==> src/rtl/l2_pkg.sv <==
// Shared link-layer types: the ab record and the byte-receiver state encoding.
package l2_pkg;

  typedef struct packed {
    logic [7:0] a;
    logic [7:0] b;
  } ab;

  typedef enum logic {WAIT_A, WAIT_B} ab_rx_state_e;

  localparam int AB_W = $bits(ab);

endpackage

==> src/rtl/ab_byte_rx_if.sv <==
// Byte-in / record-out handshake bundle for ab_byte_rx.
interface ab_byte_rx_if;
  import l2_pkg::*;

  logic       in_valid;
  logic       in_ready;
  logic [7:0] in_data;
  logic       in_first;
  logic       out_valid;
  logic       out_ready;
  ab          out_ab;

  // Link driver and record consumer side
  modport master (
    output in_valid, in_data, in_first, out_ready,
    input  in_ready, out_valid, out_ab
  );

  // Receiver side
  modport slave (
    input  in_valid, in_data, in_first, out_ready,
    output in_ready, out_valid, out_ab
  );

endinterface

==> src/rtl/ab_fifo.sv <==
// Small record FIFO holding completed ab records; DEPTH must be a power of 2.
module ab_fifo
  import l2_pkg::*;
#(
  parameter  int unsigned DEPTH = 2,
  localparam int unsigned PTR_W = $clog2(DEPTH),
  localparam int unsigned CNT_W = $clog2(DEPTH + 1)
) (
  input  logic             clk,
  input  logic             rst,
  input  logic             push,
  input  ab                din,
  input  logic             pop,
  output ab                dout,
  output logic             full,
  output logic             empty,
  output logic [CNT_W-1:0] count
);

  ab              mem [DEPTH];
  logic [PTR_W-1:0] wr_ptr;
  logic [PTR_W-1:0] rd_ptr;
  logic             do_push;
  logic             do_pop;
  logic [CNT_W-1:0] count_nxt;

  // Qualify requests so the FIFO can never overrun or underrun
  always_comb begin
    do_push   = push && !full;
    do_pop    = pop && !empty;
    count_nxt = count;
    if (do_push && !do_pop) begin
      count_nxt = count + CNT_W'(1);
    end else if (do_pop && !do_push) begin
      count_nxt = count - CNT_W'(1);
    end
  end

  // Storage, pointers (wrap naturally at power-of-2 depth) and occupancy
  always_ff @(posedge clk or posedge rst) begin
    if (rst) begin
      for (int i = 0; i < int'(DEPTH); i++) begin
        mem[i] <= '0;
      end
      wr_ptr <= '0;
      rd_ptr <= '0;
      count  <= '0;
    end else begin
      if (do_push) begin
        mem[wr_ptr] <= din;
        wr_ptr      <= wr_ptr + PTR_W'(1);
      end
      if (do_pop) begin
        rd_ptr <= rd_ptr + PTR_W'(1);
      end
      count <= count_nxt;
    end
  end

  assign full  = (count == CNT_W'(DEPTH));
  assign empty = (count == '0);
  assign dout  = mem[rd_ptr];

endmodule

==> src/rtl/ab_byte_rx.sv <==
// Rebuilds ab records from an a-first byte stream and queues them for a consumer.
module ab_byte_rx
  import l2_pkg::*;
#(
  parameter int unsigned DEPTH = 2,
  parameter int unsigned ERR_W = 8
) (
  input  logic             clk,
  input  logic             rst,
  ab_byte_rx_if.slave      bus,
  output logic [ERR_W-1:0] err_cnt,
  output logic             busy
);

  localparam int unsigned CNT_W = $clog2(DEPTH + 1);

  ab_rx_state_e     state;
  logic [7:0]       a_reg;
  logic             accept;
  logic             push;
  logic             pop;
  logic             err_inc;
  logic             full;
  logic             empty;
  logic [CNT_W-1:0] count;
  ab                push_rec;

  // Handshake qualification and framing-error detection
  always_comb begin
    accept   = bus.in_valid && bus.in_ready;
    pop      = bus.out_valid && bus.out_ready;
    push     = accept && (state == WAIT_B) && !bus.in_first;
    err_inc  = accept && (((state == WAIT_A) && !bus.in_first) ||
                          ((state == WAIT_B) &&  bus.in_first));
    push_rec = '{a: a_reg, b: bus.in_data};
  end

  // Framing FSM, held field a, busy flag and saturating error counter
  always_ff @(posedge clk or posedge rst) begin
    if (rst) begin
      state   <= WAIT_A;
      a_reg   <= '0;
      err_cnt <= '0;
      busy    <= 1'b0;
    end else begin
      if (err_inc && (err_cnt != '1)) begin
        err_cnt <= err_cnt + ERR_W'(1);
      end
      if (accept) begin
        case (state)
          WAIT_A: begin
            if (bus.in_first) begin
              a_reg <= bus.in_data;
              state <= WAIT_B;
              busy  <= 1'b1;
            end
          end
          WAIT_B: begin
            if (bus.in_first) begin
              a_reg <= bus.in_data;
            end else begin
              state <= WAIT_A;
              busy  <= 1'b0;
            end
          end
          default: begin
            state <= WAIT_A;
            busy  <= 1'b0;
          end
        endcase
      end
    end
  end

  ab_fifo #(.DEPTH(DEPTH)) u_fifo (
    .clk   (clk),
    .rst   (rst),
    .push  (push),
    .din   (push_rec),
    .pop   (pop),
    .dout  (bus.out_ab),
    .full  (full),
    .empty (empty),
    .count (count)
  );

  // in_ready and out_valid derive only from registered occupancy
  assign bus.in_ready  = !full;
  assign bus.out_valid = !empty;

  // Occupancy never exceeds the configured depth
  a_count_range: assert property (@(posedge clk) disable iff (rst) count <= CNT_W'(DEPTH));

endmodule

==> src/flat_wrapper.sv <==
// flat-port wrapper written by rule: the top's interface ports become plain ports
module ab_byte_rx_flat import l2_pkg::*;
#(
  parameter int unsigned DEPTH = 2,
  parameter int unsigned ERR_W = 8
)
  (clk, rst, err_cnt, busy, bus_in_valid, bus_in_data, bus_in_first, bus_out_ready, bus_in_ready, bus_out_valid, bus_out_ab);
  ab_byte_rx_if bus_i ();
  input  logic clk;
  input  logic rst;
  output logic [ERR_W-1:0] err_cnt;
  output logic busy;
  input wire logic [$bits(bus_i.in_valid)-1:0] bus_in_valid;
  input wire logic [$bits(bus_i.in_data)-1:0] bus_in_data;
  input wire logic [$bits(bus_i.in_first)-1:0] bus_in_first;
  input wire logic [$bits(bus_i.out_ready)-1:0] bus_out_ready;
  output wire logic [$bits(bus_i.in_ready)-1:0] bus_in_ready;
  output wire logic [$bits(bus_i.out_valid)-1:0] bus_out_valid;
  output wire logic [$bits(bus_i.out_ab)-1:0] bus_out_ab;
  assign bus_i.in_valid = bus_in_valid;
  assign bus_i.in_data = bus_in_data;
  assign bus_i.in_first = bus_in_first;
  assign bus_i.out_ready = bus_out_ready;
  assign bus_in_ready = bus_i.in_ready;
  assign bus_out_valid = bus_i.out_valid;
  assign bus_out_ab = bus_i.out_ab;
  ab_byte_rx #(.DEPTH(DEPTH), .ERR_W(ERR_W)) u_core (.clk(clk), .rst(rst), .bus(bus_i), .err_cnt(err_cnt), .busy(busy));
endmodule
==> config.mk <==
export PLATFORM = sky130hd
export DESIGN_NAME = ab_byte_rx_flat
export DESIGN_NICKNAME = d
export VERILOG_FILES = /design/src/rtl/l2_pkg.sv /design/src/rtl/ab_byte_rx_if.sv /design/src/rtl/ab_fifo.sv /design/src/rtl/ab_byte_rx.sv /design/src/flat_wrapper.sv
export SDC_FILE = /design/constraint.sdc
export NUM_CORES = 1
export LEC_CHECK = 0
export CAP_MARGIN = 20
export CORE_ASPECT_RATIO = 1.25
export CORE_MARGIN = 1.5
export CORE_UTILIZATION = 57
export CTS_BUF_LIST = sky130_fd_sc_hd__clkbuf_4 sky130_fd_sc_hd__clkbuf_8 sky130_fd_sc_hd__clkbuf_16
export DETAILED_ROUTE_END_ITERATION = 8
export HOLD_SLACK_MARGIN = 0.06
export PLACE_DENSITY = 0.84
export SLEW_MARGIN = 20
export SYNTH_ARGS = -nofsm -noshare
export SYNTH_HDL_FRONTEND = slang
export SYNTH_SLANG_ARGS = --single-unit
==> constraint.sdc <==
create_clock -name clk -period 2.85 [get_ports clk]
set_clock_uncertainty 0.15 [all_clocks]
set_input_delay 0.7125 -clock clk [delete_from_list [all_inputs] [get_ports clk]]
set_output_delay 0.7125 -clock clk [all_outputs]
set_load 0.02 [all_outputs]
# After elaboration in Yosys (flattened, before gate mapping)
# Cells that the tools add are included.
totals:
  register_bits: 54
  inputBits: 13
  output_inout_bits: 27
  elab_cells: 62
op_classes:
  addsub: 5
  n_lt_le_gt_ge: 3
  eq_ne: 4
  n_mux: 13
  n_bitwise: 3
  n_reduce_logical: 23
ops:
  columns: ["op", "n"]
  rows:
  - ["16-bit 2-to-1 mux", 4]
  - ["32-bit bitwise mux", 1]
  - ["16-bit demux with 1-bit select", 1]
  - ["1-bit logical AND", 13]
  - ["8-bit by 1-bit adder with 8-bit output, second input constant", 1]
  - ["8-bit 2-to-1 mux", 1]
  - ["8-bit inequality test, second input constant", 1]
  - ["1-bit zero test", 5]
  - ["2-bit >= comparator, second input constant", 2]
  - ["2-bit 2-to-1 mux", 2]
  - ["2-bit inequality test, second input constant", 2]
  - ["1-bit NOT with 2-bit output", 2]
  - ["1-bit 2-to-1 mux", 3]
  - ["3-bit AND reduction", 1]
  - ["1-bit adder, second input constant", 2]
  - ["2-bit by 1-bit adder with 2-bit output, second input constant", 1]
  - ["2-bit == test, second input constant", 1]
  - ["2-bit zero test", 1]
  - ["2-bit by 1-bit < comparator with 1-bit output, second input constant", 1]
  - ["1-bit case mux with 2 select lines", 1]
  - ["2-bit AND reduction", 1]
  - ["2-bit nonzero test", 1]
  - ["2-bit by 1-bit subtractor with 2-bit output, second input constant", 1]
  - ["1-bit logical OR", 1]
  - ["1-bit NOT", 1]

# Depth between registers and ports, before layout
logic_depth:
  ltp_word: 10
  mapped_depth: 8
  ltp_nobuf: 6

# Modules after synthesis
# Synthesis repeated with hierarchy kept, for this count alone.
hier_totals:
  hier_cells: 176
  area_unflattened_um2: 2512.4
modules_own_cells:
  columns: ["mod", "instances", "cells_each", "area_each_um2", "seq_area_each_um2"]
  rows:
  - ["ab_fifo", 1, 104, 1660.3, 900.9]
  - ["ab_byte_rx", 1, 72, 852.1, 450.4]

# Worst setup path before layout
# OpenSTA, ideal clock, no wires.
synth_timing:
  path_kind: "flip-flop to output port"
  start: "register u_core.u_fifo.rd_ptr"
  end: "output bus_out_ab[10]"
  arrival_time_ps: 1378
  required_ps: 1987
  slack_ps: 609
  stages_incl_launch_ff: 4
  n_path_buf: 2
  cell_sequence: "dfrtp_1 > clkbuf_1 > clkbuf_1 > mux2_2"
synth_between:
  elab_chain_len: 4
synth_lines:
  columns: ["item", "line_no", "text"]
  rows:
  - ["from (decl)", "ab_fifo.sv:22", "logic [PTR_W-1:0] rd_ptr;"]
  - ["from (signal assigned)", "ab_fifo.sv:54", "rd_ptr <= rd_ptr + PTR_W'(1);"]
  - ["1-bit NOT with 2-bit output (implied by the code)", "ab_fifo.sv:62", "assign dout = mem[rd_ptr];"]
  - ["16-bit 2-to-1 mux (implied by the code) (3 in series)", "ab_fifo.sv:62", null]
  - ["to (decl)", "flat_wrapper.sv:19", "output wire logic [$bits(bus_i.out_ab)-1:0] bus_out_ab;"]
# Every way passes these cells. The select of a mux whose other input is x is not followed.

# Worst setup path after layout
layout_timing:
  start: "register u_core.u_fifo.rd_ptr"
  end: "output bus_out_ab[9]"
# Same word-level chain as after synthesis.

==> PnR_summary.wiki <==
{| class="wikitable"
! Metric !! Value
|-
| Run status || complete, no violations
|-
| Final period utilization || 0.9204
|-
| CP required || 1990 ps
|-
| Area of combinational cells with multiple inputs || 1016 sq um
|-
| Vias in the first global route || 1,551
|-
| Average instance area after synthesis || 14.38 sq um
|-
| Core Box Area || 4099 sq um
|-
| Number of flip-flops in the largest register || 32
|-
| Mapped cell area || 2459 sq um
|-
| Dominant cell by count in the synthesized netlist || dfrtp_1
|-
| Gates resized, CTS repair || 0
|-
| Instance count of the mapped netlist || 171
|-
| Layout Nets || 228
|-
| Routed length on met1 || 1865 um
|-
| Share of layout cells above drive strength 1 || 0.3427
|-
| Dominant synthesized flop cell || dfrtp_1
|-
| Cell types with the highest counts after synthesis || dfrtp_1 (54), mux2_2 (48), mux2_4 (10), xor2_1 (6), nand2_1 (5)
|-
| Register-to-register setup slack || 820 ps
|-
| Critical path's slowest cell || clkdlybuf4s50_1
|-
| Startpoint of the tightest hold check path || u_core.u_fifo.count[1]
|-
| DR pass1 iterations || 4
|-
| First-iteration detailed-routing DRC count || 55
|-
| Path category of the worst min-delay check || reg2reg
|-
| Length of routed met3 wiring || 205 um
|-
| Fin. Hold Viols || 0
|-
| Number of nets with antenna violations after routing || 0
|-
| Count of hold buffers inserted by post-cts repair || 0
|-
| Final routed wire length divided by cell count || 16.59 um
|-
| Overall overflow remaining after global route || 0
|-
| Full die area || 4719 sq um
|-
| Area leader, netlist || dfrtp_1
|-
| Port Buf Inserts || 39
|-
| Depth of the worst register-to-register path || 4
|-
| RR Startpoint || u_core.u_fifo.count[0]
|-
| Power per unit of standard cell area || 1192 nW/um^2
|-
| Buffering stage count on the worst path with inverters included || 2
|-
| Worst setup EP type || primary output
|-
| Final Wtd Congestion || 0.7702
|-
| Sequential cell area || 1351 sq um
|-
| Worst flop-to-flop path endpoint || u_core.u_fifo.mem[28]
|-
| H-Tree Depth || 2
|-
| Buffers inserted during post-CTS setup optimization || 0
|-
| Total length of routed wires || 4462 um
|-
| DIE HEIGHT || 76.43 um
|-
| Async S/R FF share, synth || 1.000
|-
| Area growth from synthesis to layout || 21.42%
|-
| Setup TNS || 0 ps
|-
| Path type of the worst setup path || reg2out
|-
| Number of cells on the worst hold path || 1
|-
| Number of clock sinks || 54
|-
| Std-Cell Rows || 26
|-
| Max Freq || 381.2 MHz
|-
| Leading cell types by total area after synthesis || dfrtp_1 (55%), mux2_2 (22%), mux2_4 (6.1%)
|-
| Worst slew margin relative to its limit || 0.5618
|-
| Synth Net Count || 186
|-
| Cell variety after synth || 29
|-
| Share of synthesized area occupied by flip-flops and latches || 0.5496
|-
| I/O pin cnt || 40
|-
| RSZ-0062 raised after global routing || false
|-
| Static Leak || 1.351 nW
|-
| Synthesis Warnings || 0
|-
| TritonCTS clock tree || built
|-
| Wire length of the first global-routing pass || 7576 um
|-
| Maximum buffer depth of the clock tree || 2
|-
| Area fraction of the dominant cell type after synthesis || 0.5496
|-
| Final setup violation count || 0
|-
| Worst endpoint data arrival time || 1760 ps
|-
| Final critical path time including I/O delays and setup || 2623 ps
|-
| Largest delay contributor family on the critical path || buffers and inverters
|-
| Overall fraction of global-route tracks in use || 0.2143
|-
| Routed wire length on met2 || 2365 um
|-
| Ant. Diodes || 0
|-
| Starting utilization of the core area || 0.5998
|-
| Final worst setup slack || 226.8 ps
|-
| Via total after detailed routing || 1,465
|-
| Maximum fanout along the worst path || 11
|-
| Transition at the pin with the smallest max-transition slack || 657.3 ps
|-
| Number of maximum-capacitance violations || 0
|-
| Clock latency on the worst-skew pair || 300 ps
|-
| Filler instances || 307
|-
| Peak per-stage delay on the critical path || 540 ps
|-
| Maximum number of pins on one net before global-route repair || 55
|-
| End point of the worst hold path || u_core.u_fifo.count[1]
|-
| Post-detail-place hpwl || 3009 um
|-
| Register bit count reported by yosys || 54
|-
| CP Launch Type || register
|-
| Count of flip-flops with a built-in enable after synthesis || 0
|-
| Via density per instance || 5.446
|-
| Post-Place Setup Slack || 336.2 ps
|-
| Width of the chip || 61.74 um
|-
| Uppermost signal routing layer after detailed routing || met4
|-
| Initial antenna violation count || 0
|-
| Clock tree root driver cell || clkbuf_8
|-
| Worst VDD drop || 578.3 uV
|-
| Max-slew violation total from the final report || 0
|-
| Cell chain of the critical path || buf_4 > mux2_2 > clkdlybuf4s50_1
|-
| Clk slew on worst S/H paths || 90 ps
|-
| Number of CTS-inserted buffers || 5
|-
| DRC Markers || 0
|}
power by group:
group / switching [W] / leakage, nW / internal (W) / total [W]
Clock: 0.000231 / 0.0573 / 0.000281 / 0.000512
Combinational: 0.000720 / 0.642 / 0.000951 / 0.00167
Sequential: 0.000251 / 0.651 / 0.00112 / 0.00138
placed cells by master, fill, tap and decap left out, types with 4 or more instances in the layout:
master and instances:
clkdlybuf4s50_1 39, mux2_2 48, dfrtp_1 54, clkbuf_8 6, nand3_1 4, nor3_1 4
xor2_1 6, buf_4 4, mux2_4 10, nand2_1 5
cell families (layout without fill, tap and decap cells):
| family | count (synthesis) | count (layout) | synth area share |
|---|---|---|---|
| DFF | 54 | 54 | 0.5496 |
| and+or+nand+nor | 27 | 27 | 0.06514 |
| xor gates and xnor gates | 9 | 9 | 0.03206 |
| muxes | 58 | 58 | 0.2809 |
| adders and majority gates | 2 | 2 | 0.01018 |
| AOI/OAI and AO/OA | 9 | 9 | 0.02494 |
| buffers and inverters | 12 | 54 | 0.03715 |
per-stage QoR:
stage / total power [W] / instance area (sq um) / hold slack [ps] / instances / utilization
after floorplan: 0.002435 / 2459 / 305.9 / 171 / -
after global placement: 0.002980 / 2873 / 320.1 / 262 / 0.7009
after detailed placement: 0.003060 / 2873 / 341.9 / 262 / 0.7009
after CTS: 0.003593 / 2985 / 355.0 / 269 / 0.7283
after global routing: 0.003773 / 2985 / 376.3 / 269 / 0.7283
final: 0.003559 / 2985 / 354.0 / 269 / 0.7283
area by class of cell:
class,count,area share
clock inverters,1,0.01006
flip-flops and latches,54,0.4526
clock buffers,6,0.02766
inverters,4,0.005029
well taps,56,0.02347
multi-input cells,105,0.3403
repair buffers,43,0.1408
routing by layer:
layer  global-route usage  up-vias
met5                    0        -
met3              0.05942        4
met4              0.05745        0
li1                     -      681
met1               0.2748      748
met2               0.3495       32
how the worst max path moves through the flow:
stage | from | to | slack [ps] | cells after the start
finish | u_core.u_fifo.rd_ptr | bus_out_ab[9] | 230 | 3
floorplan | u_core.u_fifo.rd_ptr | bus_out_ab[10] | 610 | 3
global route | u_core.u_fifo.rd_ptr | bus_out_ab[13] | 150 | 3
CTS | u_core.u_fifo.rd_ptr | bus_out_ab[9] | 210 | 3
detailed placement | bus_in_first | u_core.u_fifo.mem[28] | 340 | 4
global placement | bus_in_first | u_core.u_fifo.mem[17] | 360 | 4
Power figures use the tool's default switching activity.
